**src/rtl/chan_dump_ctrl_if.sv**
```systemverilog
// Capture-RAM read port plus UART TX start/done handshake used by chan_dump_ctrl.
// master = the dump controller, slave = the RAM/transmitter side.
interface chan_dump_ctrl_if #(
  parameter int AW = 9,
  parameter int DW = 8
);
  logic          ram_en;
  logic [AW-1:0] ram_addr;
  logic [1:0]    ram_ch;
  logic [DW-1:0] ram_rdata;
  logic [DW-1:0] tx_data;
  logic          tx_start;
  logic          tx_done;

  modport master (
    output ram_en, ram_addr, ram_ch, tx_data, tx_start,
    input  ram_rdata, tx_done
  );

  modport slave (
    input  ram_en, ram_addr, ram_ch, tx_data, tx_start,
    output ram_rdata, tx_done
  );
endinterface

```
**src/rtl/chan_dump_ctrl.sv**
```systemverilog
// Reads one channel's circular capture RAM oldest-first and feeds it byte by byte to the UART TX.
// Optional macro DUMP_HDR_EN prepends a two-byte header (8'hA5, channel number) to every dump.
module chan_dump_ctrl #(
  parameter int DEPTH  = 512,
  parameter int AW     = 9,
  parameter int DW     = 8,
  parameter int NUM_CH = 3
) (
  input  logic             clk,
  input  logic             rst,
  input  logic             dump,
  input  logic [1:0]       ch_sel,
  input  logic [AW-1:0]    trace_end,
  input  logic             cap_busy,
  chan_dump_ctrl_if.master bus,
  output logic             busy,
  output logic             dump_fin,
  output logic             dump_err
);

  typedef enum logic [2:0] {
    IDLE    = 3'd0,
    FETCH   = 3'd1,
    LATCH   = 3'd2,
    SEND    = 3'd3,
    WAIT_TX = 3'd4,
    FIN     = 3'd5
  } state_t;

  localparam logic [AW-1:0] ADDR_ONE  = AW'(1);
  localparam logic [AW:0]   CNT_ONE   = (AW+1)'(1);
  localparam logic [AW:0]   CNT_DEPTH = (AW+1)'(DEPTH);
  localparam logic [2:0]    NUM_CH_C  = 3'(NUM_CH);

  state_t        state_r;
  logic          ram_en_r;
  logic [AW-1:0] ram_addr_r;
  logic [1:0]    ram_ch_r;
  logic [DW-1:0] tx_data_r;
  logic          tx_start_r;
  logic          busy_r;
  logic          dump_fin_r;
  logic          dump_err_r;
  logic [AW:0]   cnt_r;
  logic [AW:0]   cnt_next_s;
`ifdef DUMP_HDR_EN
  logic [1:0]    hdr_left_r;
`endif

  assign cnt_next_s   = cnt_r + CNT_ONE;
  assign bus.ram_en   = ram_en_r;
  assign bus.ram_addr = ram_addr_r;
  assign bus.ram_ch   = ram_ch_r;
  assign bus.tx_data  = tx_data_r;
  assign bus.tx_start = tx_start_r;
  assign busy         = busy_r;
  assign dump_fin     = dump_fin_r;
  assign dump_err     = dump_err_r;

  // Dump sequencer: state, read address, sample counter and every registered output.
  always_ff @(posedge clk) begin
    if (rst) begin
      state_r    <= IDLE;
      ram_en_r   <= 1'b0;
      ram_addr_r <= '0;
      ram_ch_r   <= 2'd0;
      tx_data_r  <= '0;
      tx_start_r <= 1'b0;
      busy_r     <= 1'b0;
      dump_fin_r <= 1'b0;
      dump_err_r <= 1'b0;
      cnt_r      <= '0;
`ifdef DUMP_HDR_EN
      hdr_left_r <= 2'd0;
`endif
    end else begin
      // Strobes are single-cycle unless a branch below re-asserts them.
      ram_en_r   <= 1'b0;
      tx_start_r <= 1'b0;
      dump_fin_r <= 1'b0;
      dump_err_r <= 1'b0;
      case (state_r)
        IDLE: begin
          if (!dump) begin
            state_r <= IDLE;
          end else if (cap_busy || ({1'b0, ch_sel} >= NUM_CH_C)) begin
            dump_err_r <= 1'b1;
            state_r    <= IDLE;
          end else begin
            ram_ch_r   <= ch_sel;
            ram_addr_r <= trace_end + ADDR_ONE;
            cnt_r      <= '0;
            busy_r     <= 1'b1;
`ifdef DUMP_HDR_EN
            tx_data_r  <= DW'(8'hA5);
            tx_start_r <= 1'b1;
            hdr_left_r <= 2'd2;
            state_r    <= SEND;
`else
            ram_en_r   <= 1'b1;
            state_r    <= FETCH;
`endif
          end
        end
        FETCH: begin
          state_r <= LATCH;
        end
        LATCH: begin
          tx_data_r  <= bus.ram_rdata;
          tx_start_r <= 1'b1;
          state_r    <= SEND;
        end
        SEND: begin
          state_r <= WAIT_TX;
        end
        WAIT_TX: begin
          if (!bus.tx_done) begin
            state_r <= WAIT_TX;
`ifdef DUMP_HDR_EN
          end else if (hdr_left_r == 2'd2) begin
            tx_data_r  <= DW'({6'b0, ram_ch_r});
            tx_start_r <= 1'b1;
            hdr_left_r <= 2'd1;
            state_r    <= SEND;
          end else if (hdr_left_r == 2'd1) begin
            hdr_left_r <= 2'd0;
            ram_en_r   <= 1'b1;
            state_r    <= FETCH;
`endif
          end else begin
            cnt_r      <= cnt_next_s;
            ram_addr_r <= ram_addr_r + ADDR_ONE;
            if (cnt_next_s == CNT_DEPTH) begin
              dump_fin_r <= 1'b1;
              busy_r     <= 1'b0;
              state_r    <= FIN;
            end else begin
              ram_en_r <= 1'b1;
              state_r  <= FETCH;
            end
          end
        end
        FIN: begin
          state_r <= IDLE;
        end
        default: begin
          busy_r  <= 1'b0;
          state_r <= IDLE;
        end
      endcase
    end
  end

endmodule

```
**src/flat_wrapper.sv**
```systemverilog
// flat-port wrapper written by rule: the top's interface ports become plain ports
module chan_dump_ctrl_flat 
#(
  parameter int DEPTH  = 512,
  parameter int AW     = 9,
  parameter int DW     = 8,
  parameter int NUM_CH = 3
)
  (clk, rst, dump, ch_sel, trace_end, cap_busy, busy, dump_fin, dump_err, bus_ram_en, bus_ram_addr, bus_ram_ch, bus_tx_data, bus_tx_start, bus_ram_rdata, bus_tx_done);
  chan_dump_ctrl_if #(.AW(AW), .DW(DW)) bus_i ();
  input  logic clk;
  input  logic rst;
  input  logic dump;
  input  logic [1:0] ch_sel;
  input  logic [AW-1:0] trace_end;
  input  logic cap_busy;
  output logic busy;
  output logic dump_fin;
  output logic dump_err;
  output wire logic [$bits(bus_i.ram_en)-1:0] bus_ram_en;
  output wire logic [$bits(bus_i.ram_addr)-1:0] bus_ram_addr;
  output wire logic [$bits(bus_i.ram_ch)-1:0] bus_ram_ch;
  output wire logic [$bits(bus_i.tx_data)-1:0] bus_tx_data;
  output wire logic [$bits(bus_i.tx_start)-1:0] bus_tx_start;
  input wire logic [$bits(bus_i.ram_rdata)-1:0] bus_ram_rdata;
  input wire logic [$bits(bus_i.tx_done)-1:0] bus_tx_done;
  assign bus_ram_en = bus_i.ram_en;
  assign bus_ram_addr = bus_i.ram_addr;
  assign bus_ram_ch = bus_i.ram_ch;
  assign bus_tx_data = bus_i.tx_data;
  assign bus_tx_start = bus_i.tx_start;
  assign bus_i.ram_rdata = bus_ram_rdata;
  assign bus_i.tx_done = bus_tx_done;
  chan_dump_ctrl #(.DEPTH(DEPTH), .AW(AW), .DW(DW), .NUM_CH(NUM_CH)) u_core (.clk(clk), .rst(rst), .dump(dump), .ch_sel(ch_sel), .trace_end(trace_end), .cap_busy(cap_busy), .bus(bus_i), .busy(busy), .dump_fin(dump_fin), .dump_err(dump_err));
endmodule
```
**config.mk**
```make
export PLATFORM = sky130hd
export DESIGN_NAME = chan_dump_ctrl_flat
export DESIGN_NICKNAME = d
export VERILOG_FILES = /design/src/rtl/chan_dump_ctrl_if.sv /design/src/rtl/chan_dump_ctrl.sv /design/src/flat_wrapper.sv
export SDC_FILE = /design/constraint.sdc
export NUM_CORES = 1
export LEC_CHECK = 0
export CAP_MARGIN = 10
export CORE_ASPECT_RATIO = 1.1
export CORE_MARGIN = 4
export CORE_UTILIZATION = 67
export CTS_CLUSTER_DIAMETER = 150
export DETAILED_ROUTE_END_ITERATION = 8
export DONT_BUFFER_PORTS = 1
export PLACE_DENSITY = 0.92
export SYNTH_ARGS = -nofsm -noshare
export SYNTH_HDL_FRONTEND = slang
export SYNTH_SLANG_ARGS = --single-unit
```
**constraint.sdc**
```tcl
create_clock -name clk -period 6.6 [get_ports clk]
set_input_delay 1.32 -clock clk [delete_from_list [all_inputs] [get_ports clk]]
set_output_delay 1.32 -clock clk [all_outputs]
set_load 0.005 [all_outputs]
```
==> Word-level counts from Yosys, hierarchy flattened <==
Index checks and enable logic that the tools add are counted.
{ "totals": {"word_cells": 65, "ff_bits": 37, "output_inout_bits": 24, "input_bits": 24} }
{ "classes": {"reduce_logical": 9, "n_addsub": 3, "magnitude_cmp": 1, "n_bitwise": 6, "mux": 26, "n_eq_ne": 10} }
{ "op_table": {"columns": ["operator", "n"], "rows": [
  ["10-bit two-way mux", 3],
  ["9-bit two-way mux", 3],
  ["10-bit case mux with 2 select lines", 1],
  ["9-bit by 1-bit adder with 9-bit output (second input constant)", 2],
  ["9-bit case mux with 2 select lines", 1],
  ["3-bit case mux with 5 select lines", 1],
  ["1-bit two-way mux", 12],
  ["10-bit by 1-bit adder with 10-bit output (second input constant)", 1],
  ["10-bit == test (second input constant)", 1],
  ["3-bit two-way mux", 3],
  ["3-bit by 2-bit == test with 1-bit output (second input constant)", 2],
  ["3-bit == test (second input constant)", 2],
  ["2-bit != test (second input constant)", 3],
  ["1-bit inverter", 6],
  ["3-bit OR reduction", 2],
  ["5-bit AND reduction", 1],
  ["4-bit AND reduction", 1],
  ["4-bit OR reduction", 1],
  ["3-bit by 1-bit == test with 1-bit output (second input constant)", 1],
  ["3-bit logical NOT", 1],
  ["1-bit case mux with 3 select lines", 1],
  ["3-bit AND reduction", 1],
  ["2-bit greater-or-equal comparator (second input constant)", 1],
  ["2-bit by 1-bit != test with 1-bit output (second input constant)", 1],
  ["3 further kinds", 3]
]} }

==> Logic depth before layout (Yosys ltp) <==
Gate-level depths: netlist of run 1.
{ "logic_depth": {"depth_word": 5, "depth_mapped": 10, "ltp_nobuf": 8} }

==> Least setup slack after synthesis of run 1 <==
No wires, ideal clock.
{ "synth_path": {"kind": "in2reg", "startpoint": "input trace_end[1]", "endpoint": "register u_core.ram_addr_r[6], in the netlist u_core.bus.ram_addr[6]", "n_path_buf": 0, "t_arrival_ns": 2.558, "setup_slack_ns": 3.946, "setup_ns": 0.095, "cell_stages": 7, "t_required_ns": 6.505, "cell_sequence": "nand2_1 -> nand2_1 -> ha_1 -> nand2_1 -> mux2_2 -> or4_1 -> o311ai_1"} }
{ "synth_between": {"elab_chain_cells": 4} }
{ "synth_rtl": {"columns": ["item", "line", "rtl"], "rows": [
  ["start: declaration", "flat_wrapper.sv:15", "input logic [AW-1:0] trace_end;"],
  ["9-bit by 1-bit adder with 9-bit output", "chan_dump_ctrl.sv:91", "ram_addr_r <= trace_end + ADDR_ONE;"],
  ["9-bit two-way mux", "chan_dump_ctrl.sv:86", "end else if (cap_busy || ({1'b0, ch_sel} >= NUM_CH_C)) begin"],
  ["9-bit two-way mux", "chan_dump_ctrl.sv:84", "if (!dump) begin"],
  ["9-bit case mux with 2 select lines", "chan_dump_ctrl.sv:82", "case (state_r)"],
  ["end signal: assignment", "chan_dump_ctrl.sv:91", null],
  ["end signal: assignment", "chan_dump_ctrl.sv:132", "ram_addr_r <= ram_addr_r + ADDR_ONE;"],
  ["end: declaration", "chan_dump_ctrl.sv:37", "logic [AW-1:0] ram_addr_r;"]
]} }
No other way between the ends. The select of a mux whose other input is x is not followed.
A chain may end at the register's enable or synchronous reset.

==> Worst setup path in the final report of run 1 <==
{ "layout_path": {"startpoint": "register u_core.state_r[2]", "endpoint": "register u_core.ram_addr_r[6], in the netlist u_core.bus.ram_addr[6]"} }
{ "layout_between": {"elab_chain_cells": 3, "word_cells_on_any_way": 8, "cone_classes": "eq/ne (4); mux (1); reduce/logical (3)"} }
{ "layout_rtl": {"columns": ["item", "line", "rtl"], "rows": [
  ["start: declaration", "chan_dump_ctrl.sv:35", "state_t state_r;"],
  ["start signal: assignment", "chan_dump_ctrl.sv:63", "state_r <= IDLE;"],
  ["start signal: assignment", "chan_dump_ctrl.sv:85", "state_r <= IDLE;"],
  ["start signal: assignment", "chan_dump_ctrl.sv:88", "state_r <= IDLE;"],
  ["3-bit == test / 3-bit logical NOT (equally long branches)", "chan_dump_ctrl.sv:82", null],
  ["2-bit != test (no line) / 2-bit nonzero test (equally long branches)", null, null],
  ["4-bit AND reduction (no line)", null, null]
]} }
Parallel ways exist; a longest one is shown, timed or not.

==> results of run 1 <==
-- flip-flops by register name (all words and copies together), names as in the netlist --
signal,count
u_core.bus.ram_addr,9
u_core.bus.ram_ch,2
u_core.bus.ram_en,1
u_core.bus.tx_data,8
u_core.bus.tx_start,1
u_core.busy,1
u_core.cnt_r,10
u_core.dump_err,1
u_core.dump_fin,1
u_core.state_r,3
-- worst paths after layout --
path | depth (start not counted) | to | slack, ns
setup / recovery | 8 | u_core.bus.ram_addr[6] | 3.52
hold / removal | 1 | u_core.cnt_r[9] | 0.52
setup reg to reg | 8 | u_core.bus.ram_addr[6] | 3.52
hold reg to reg | 1 | u_core.cnt_r[9] | 0.52
-- power by group through the flow --
stage	Combinational [mW]	Clock, mW	Sequential, mW
after floorplan	0.0452	0	0.245
after global placement	0.0439	0	0.251
after detailed placement	0.0454	0	0.251
after CTS	0.0459	0.169	0.246
after global routing	0.0525	0.180	0.248
final	0.0469	0.169	0.246
-- per-layer routing --
| layer | up-vias | GRT usage |
|---|---|---|
| li1 | 942 | - |
| met1 | 871 | 0.353 |
| met2 | 97 | 0.404 |
| met3 | 13 | 0.0820 |
| met4 | 0 | 0.0921 |
| met5 | - | 0 |
-- worst max-delay path: cells and delay by family, from the launching register on --
kind	cells	cell delay (ns)
simple gates	5	1.66
mux	1	0.30
flops	1	0.66
compound gates	1	0.08
fa+ha+maj	1	0.27
-- cells by family (layout without fill, tap and decap cells) --
kind of cell	after synthesis	after routing
AOI/OAI and AO/OA	67	67
xor gates and xnor gates	2	2
adders and majority gates	2	2
buffers and inverters	19	14
DFF	37	37
muxes	14	14
and+or+nand+nor	109	109
-- final cells by class --
class	instances	share of cell area
timing repair buffer	1	0.00350
clock inverter	2	0.0175
tap	33	0.0193
clock buffer	6	0.0239
multi-input combinational	194	0.581
inverter	5	0.00876
sequential	37	0.346
-- cells in the final DEF, fill, tap and decap left out, types with 2 or more instances in the layout --
cell                         n
sky130_fd_sc_hd__nand3_1     8
sky130_fd_sc_hd__and4_1      2
sky130_fd_sc_hd__a31oi_1     5
sky130_fd_sc_hd__a22oi_1     2
sky130_fd_sc_hd__nor2_1     23
sky130_fd_sc_hd__nand2_1    22
sky130_fd_sc_hd__or4_1       4
sky130_fd_sc_hd__a21o_1      2
sky130_fd_sc_hd__a211oi_1    2
sky130_fd_sc_hd__clkbuf_4    5
sky130_fd_sc_hd__xnor2_1     2
sky130_fd_sc_hd__nor4b_1     2
sky130_fd_sc_hd__inv_1       5
sky130_fd_sc_hd__nand4_1     7
sky130_fd_sc_hd__or3_1       6
sky130_fd_sc_hd__mux2_2      2
sky130_fd_sc_hd__o211ai_1    2
sky130_fd_sc_hd__and3_1      5
sky130_fd_sc_hd__nor4_1      6
sky130_fd_sc_hd__ha_1        2
sky130_fd_sc_hd__o221a_2     2
sky130_fd_sc_hd__a21oi_1    20
sky130_fd_sc_hd__o2111ai_1   2
sky130_fd_sc_hd__mux2i_1    12
sky130_fd_sc_hd__o21ai_0    14
sky130_fd_sc_hd__dfxtp_1    37
sky130_fd_sc_hd__a311oi_1    3
sky130_fd_sc_hd__nor3_1     11
==> metrics list, run 1 <==
- Run status: completed
- The setup path with the least slack is of type register to register.
- Total length of routed wires: 4960 um
- CTS Hold Bufs: 0
* Maximum net fanout on the critical path: 16
* Vias per cell: approximately 6.9
* Placement row count: 20
- The H-tree was split into 2 levels.
* Residual DRC count: 0
- After clock tree synthesis, the clock-pin slew on the worst setup and hold paths is between 0.1 and 0.15 ns.
- Final setup margin: 3.52 ns
- In this run the tightest slew margin relative to its limit is 0.373.
- Post-synthesis async set-or-reset flop share: 0
- Average wire per cell in the routed design: 17.8 um
- Clock tree synthesis inserted a total of 5 buffers.
- Prior to clock tree synthesis, the placed netlist has a worst setup slack of 3.49 ns.
- For the pin with the worst max-slew slack, the measured transition is 0.937 ns.
- Reg2Reg Launch Point: u_core.state_r[2]
* Area leader, netlist: sky130_fd_sc_hd__dfxtp_1
* Post-route cell area: 0.00214 mm2
* Final number of max-transition violations: 0
* Period utilization: 0.466
- Biggest cell delay along the critical path: approximately 0.85 ns
* Multiplexer share of the synthesized area: 0.0691
- The placed instances occupy a cell area of approximately 0.002 mm2.
* Clock tree skew after final layout: approximately 0.012 ns
* Area used by sequential logic in the layout: approximately 740 um2
- Total power for the finished layout comes to roughly 0.46 mW.
- Proportion of synthesized chip area in sequential cells: 0.359
- For this design the static power due to leakage is about 0.69 nW.
- Vias in the first global route: ~1800
* Syn Area/Cell: between 8 and 9 um2
- The routed design uses 2280 um of met2 wire.
- Top-level I/O count: 48
- Detailed routing inserted a total of slightly below 2000 vias.
- The number of antenna violations at the first check in global routing came to 0.
* Arrival time of data at the critical path endpoint: 3.34 ns
- Largest cells by area after synthesis: sky130_fd_sc_hd__dfxtp_1 (36%), sky130_fd_sc_hd__mux2i_1 (5.8%), sky130_fd_sc_hd__a21oi_1 (4.8%), sky130_fd_sc_hd__nor2_1 (4.2%), sky130_fd_sc_hd__nand2_1 (4.0%)
- Predominant post-synthesis flop cell: sky130_fd_sc_hd__dfxtp_1
- Switch Pwr: ~0.12 mW
- Detail Placement HPWL: ~3400 um
* Core area: about 0.0029 mm2
- In the final layout, the multi-input gates occupy around 0.0012 mm2.
- The synthesized netlist contains 56 unique library cells.
- The compound-cell area share of the yosys netlist was 0.221.
* Final weighted congestion of routability-driven global placement: approximately 0.88
* Synthesized-area fraction occupied by xor and xnor cells: 0.00848
* Die area: 0.00403 mm2
- Origin of the worst min-delay path: u_core.cnt_r[9]
- Netlist area before placement: just over 0.002 mm2
* Wire length of the first global-routing pass: about 8200 um
* Buffer type at the clock tree root: sky130_fd_sc_hd__clkbuf_4
- Summed over all failing endpoints, the final setup total negative slack is 0 ns.
- Met3 wire len: 484 um
- The number of nets handed over by synthesis was ~280.
- Clock tree from TritonCTS: done
* Setup violators final: 0
- Final critical-path required period: approximately 3.1 ns
* Die height: 66.2 um
- Largest family of logic cells by synthesized area: simple AND/OR/NAND/NOR gates
- In this run, the number of DRC markers left after iteration 0 of detailed routing was 227.
* Clock Tree Buf Depth: 2
- CTS saw 37 sinks.
* Count of synthesis-stage warnings from yosys: 0
* Worst hold slack across all endpoints: ~0.52 ns
- Synth cell count leaders: sky130_fd_sc_hd__dfxtp_1 (37), sky130_fd_sc_hd__nor2_1 (23), sky130_fd_sc_hd__nand2_1 (22)
- sky130_fd_sc_hd__dfxtp_1 is the most common cell in the netlist.
* Number of antenna repair diodes: 0
- For this block, wires on met1 add up to ~2100 um.
- Port buffering added 0 buffers.
- The tightest min-delay check is of the register to register type.
- The final hold violation count is 0.
- Largest net degree at the start of global routing: slightly above 40
* Unrepaired setup endpoints after global routing: no
- Proportion of power drawn by combinational gates: 0.101
* Final core utilization: 0.751
* Fraction of power spent switching nets: 0.257
- Across every metal layer, demand over resource in global routing totals 0.267.
* FMAX: approximately 0.33 GHz
- The share of synthesized area in the top cell type comes to 0.359.
- After synthesis the netlist holds a flip-flop and latch count of 37.
* Routed Antenna Nets: 0
- Highest routing layer actually used: met4
- Chip width: ~61 um
* Grt ovf: 0
* Clock latency on the worst-skew pair: ~0.35 ns
- In this run, synthesis inferred 0 flip-flops with an integrated enable.
- Once the clock tree was built, the setup fixing pass inserted 0 buffers.
- The worst setup path is launched from a register.
- Of the total synthesized cell area, the portion taken by AND, OR, NAND and NOR gates is 0.293.
* Cell count after synthesis: 250
- STA classifies the critical path endpoint as a register.
* Most used cell, CP: sky130_fd_sc_hd__nand2_1
* Critical Path Slowest Stage Cell: sky130_fd_sc_hd__nor3b_2
* CP cell instances: nor3b_2, nand2_1, nand2_1, ha_1, nand2_1, mux2_2, or4_1, o311ai_1
- The share of total power dissipated in sequential elements is 0.533.
- STA puts the critical path data required time at roughly 6.9 ns.
- Internal power: 0.344 mW
- VDD sags by at most a little under 0.2 mV.
- The initial utilization of the core area, before any placement, comes to 0.724.
- Maximum Capacitance Violations: 0
* Number of instances resized during post-cts repair: 0
- Filler-free cell count of the finished design: between 200 and 300
- The final layout contains 270 nets.
- The most critical setup path has its startpoint at u_core.state_r[2].
- The first detailed-routing pass took 4 iterations.
* Fraction of layout instances using a drive strength above 1: 0.0898
* Adder and majority gate portion of the synthesized area: 0.0121
- In this run the power density over the cells is 216 mW/mm2.
- Clock share of power: 0.365
- Counting tap cells, the placed design contains a total of about 270 instances.
- Layout filler cell count: approximately 220
- From synthesis to final layout, the design area changed by 3.82%.
Note: power is estimated with default switching activity, not from simulation.
==> inputs of run 2 (changes only) <==
--- a/config.mk
+++ b/config.mk
@@ -8,11 +8,11 @@
 export CAP_MARGIN = 10
 export CORE_ASPECT_RATIO = 1.1
 export CORE_MARGIN = 4
-export CORE_UTILIZATION = 67
+export CORE_UTILIZATION = 56
 export CTS_CLUSTER_DIAMETER = 150
 export DETAILED_ROUTE_END_ITERATION = 8
 export DONT_BUFFER_PORTS = 1
-export PLACE_DENSITY = 0.92
+export PLACE_DENSITY = 0.83
 export SYNTH_ARGS = -nofsm -noshare
 export SYNTH_HDL_FRONTEND = slang
 export SYNTH_SLANG_ARGS = --single-unit
==> constraint.sdc (replaced) <==
create_clock -name clk -period 2.6 [get_ports clk]
set_input_delay 0.52 -clock clk [delete_from_list [all_inputs] [get_ports clk]]
set_output_delay 0.52 -clock clk [all_outputs]
set_load 0.005 [all_outputs]
==> run 2 against run 1 <==
Effect of this change:
- sequential power grew to 2.5 times the previous value
- cell count rose by 8.6%
- routed wire length fell by 0.44%
- utilization down 11 points
- design area increased by 2.6%
- critical path depth stayed put
- first-iteration DRC count is 1.3% higher
- via count grew 1.9%
- clock skew fell by 0.0046 ns
- worst hold slack got worse by 0.30 ns
- largest power group unchanged
==> metrics list, run 2 (synthesis gave the netlist of run 1 again) <==
* Final core utilization: 0.639 (-0.112)
- The total iterations of the first detailed-routing run is 4 (unchanged).
- The fraction of the cycle the final worst path needs was 0.879 (+0.413).
- The peak clock frequency supported by timing is 0.438 GHz (+35%).
- Starting density of the core: 0.600 (-0.124)
- The net count of the finished layout is 279 (+3.3%).
- Total length of routed wires: 4940 um (-0.44%)
* Top-level I/O count: 48 (unchanged)
* Final critical-path required period: 2.29 ns (-0.790 ns)
- The number of antenna repair diodes was 0 (unchanged).
- Number of instances resized during post-cts repair: 0 (unchanged)
- Cell depth of the worst min-delay path: 1 (unchanged)
- Sort of element at the start of the critical path: register
- Vias per cell: 6.49 (-6.2%)
* Internal power: 0.756 mW (+120%)
* Fraction of power spent switching nets: 0.287 (+0.0299)
- Final setup margin: 0.315 ns (-3.21 ns)
- The part of the power in combinational logic came to 0.120 (+0.019).
- Worst hold path type: input pin to register
- Routed Antenna Nets: 0 (unchanged)
* Die area: 0.00472 mm2 (+17%)
* Number of antenna violations at the first check in global routing: 0 (unchanged)
* Placement row count: 22 (+10%)
* Worst R2R Path Depth: 8 (unchanged)
- The power share of the clock group was 0.295 (-0.070).
* Number of sinks driven by the clock tree: 37 (unchanged)
* Residual DRC count: 0 (unchanged)
* Wire length of the first global-routing pass: 8630 um (+4.6%)
* Core area: 0.00344 mm2 (+21%)
* Clock tree skew after final layout: 0.00702 ns (-0.00457 ns)
- CTS buffer count: 5 (unchanged)
- The final instance area was 0.00220 mm2 (+2.6%).
* DRT iter0 DRCs: 230 (+1.3%)
* Pleak: 0.726 nW (+4.5%)
- The worst-skew pair later-pin latency was 0.35 ns (about the same).
- The via count of the first global-routing pass came to 1878 (+4.6%).
- The setup slack at placement is 0.348 ns (-3.15 ns).
* Type of the worst setup path: register to register
- Chip width: 65.9 um (+8.1%)
- The actual transition at the worst max-transition pin came to 0.502 ns (-0.435 ns).
- Area grow syn2layout: 6.55%
- The number of vias after detailed routing came to 1959 (+1.9%).
- The relative slew slack was 0.661 (+0.288).
- The final setup violation count came to 0 (unchanged).
* Maximum Capacitance Violations: 0 (unchanged)
- Maximum net fanout on the critical path: 14 (-2)
* Buffer type at the clock tree root: sky130_fd_sc_hd__clkbuf_4
- The deepest clock path buffer count is 2 (unchanged).
* Share of total power in sequential cells: 0.585 (+0.052)
- The critical path data required time came to 2.87 ns (-4.00 ns).
- The filler cell count came to 313 (+46%).
- Fraction of layout instances using a drive strength above 1: 0.122 (+0.0323)
- The arrival time of the worst setup path was 2.55 ns (-0.79 ns).
- Final weighted congestion of routability-driven global placement: 0.906 (+2.4%)
- The final hold violation count was 0 (unchanged).
- Grt ovf: 0 (unchanged)
- Placed inst area: 0.00214 mm2 (+4.6%)
* Die height: 71.7 um (+8.2%)
* Top library cells by usage in the layout, fill and taps aside: sky130_fd_sc_hd__dfxtp_1 (37), sky130_fd_sc_hd__nor2_1 (23), sky130_fd_sc_hd__nand2_1 (22)
- The area taken by flip-flops and latches was 741 um2 (unchanged).
- Maximum vdd ir drop: 0.317 mV (+65%)
* Switch Pwr: 0.304 mW (+160%)
- The detail-routed net length per standard cell was 16.4 um (-8.4%).
* Leading cell type in the layout, fill and taps excluded: sky130_fd_sc_hd__dfxtp_1
* Number of setup buffers added after CTS: 0 (unchanged)
- The run finished with clean final reports.
* Number of flip-flops under the largest register name: 10 (unchanged)
- Multi-input logic area: 0.00125 mm2 (unchanged)
- Total routing usage reported by global routing: 0.224 (-0.0429)
- Setup repair after global routing left no endpoint under its margin.
* Largest net degree at the start of global routing: 41 (unchanged)
* PortBufs: 0 (unchanged)
- Pwr/cell area: 482 mW/mm2 (+120%)
- STA classifies the critical path endpoint as a register.
- The maximum level of the CTS H-tree was 2 (unchanged).
- The sum of net half-perimeters after detailed placement came to 3510 um (+4.8%).
* Final number of max-transition violations: 0 (unchanged)
* Final-layout setup total negative slack: 0 ns (unchanged)
- Clock tree from TritonCTS: done
- Register with the most flip-flops: u_core.cnt_r
- The clock transition at the register clock pins on the worst setup and hold paths after CTS is 0.12 ns (about the same).
* CTS Hold Bufs: 0 (unchanged)
-- run 2: cell count changes in the layout (fill, tap and decap cells not counted), sizes merged --
cell	change
inv	+1
clkinv	+1
bufinv	-1
buf	+9
clkbuf	-1
-- run 2: area by class of cell --
class / instances / area share
multi-input combinational: 194 / 0.567
sequential: 37 / 0.337
timing repair buffer: 10 / 0.0341
tap: 48 / 0.0273
clock buffer: 5 / 0.0171
clock inverter: 3 / 0.00967
inverter: 5 / 0.00853
-- run 2: power groups by stage --
stage | registers [mW] | clock network [mW] | logic [mW]
2_1_floorplan | 0.622 | 0 | 0.115
3_3_place_gp | 0.632 | 0 | 0.125
3_5_place_dp | 0.632 | 0 | 0.126
4_1_cts | 0.620 | 0.320 | 0.127
5_1_grt | 0.625 | 0.354 | 0.143
6_report | 0.620 | 0.312 | 0.127
-- run 2: per-layer routing --
| layer | track usage | up-vias | wire length, um |
|---|---|---|---|
| li1 | - | 958 | - |
| met1 | 0.283 | 908 | 2100 |
| met2 | 0.366 | 88 | 2300 |
| met3 | 0.0737 | 5 | 496 |
| met4 | 0.0530 | 0 | 48 |
| met5 | 0 | - | 0 |
-- run 2: stage by stage --
step | hold WS (ns) | power (mW) | std cells
after floorplan | 0.463 | 0.737 | 250
after global placement | 0.482 | 0.756 | 294
after detailed placement | 0.490 | 0.759 | 294
after CTS | 0.214 | 1.07 | 302
after global routing | 0.190 | 1.12 | 302
final | 0.222 | 1.06 | 302
-- run 2: worst paths after layout --
kind / slack (ns) / startpoint / endpoint
setup / recovery: 0.31 / u_core.state_r[1] / u_core.bus.ram_addr[6]
hold reg to reg: 0.50 / u_core.cnt_r[8] / u_core.cnt_r[8]
hold / removal: 0.22 / rst / u_core.bus.ram_addr[7]
setup reg to reg: 0.31 / u_core.state_r[1] / u_core.bus.ram_addr[6]
-- run 2: worst max-delay path: stages, from the launching register on --
cell and delay, ns:
sky130_fd_sc_hd__dfxtp_1 0.60, sky130_fd_sc_hd__or3b_1 0.24, sky130_fd_sc_hd__nand2_1 0.07, sky130_fd_sc_hd__nand2_1 0.07, sky130_fd_sc_hd__ha_1 0.25, sky130_fd_sc_hd__nand2_1 0.10, sky130_fd_sc_hd__mux2_2 0.29, sky130_fd_sc_hd__or4_1 0.51
sky130_fd_sc_hd__o311ai_1 0.08
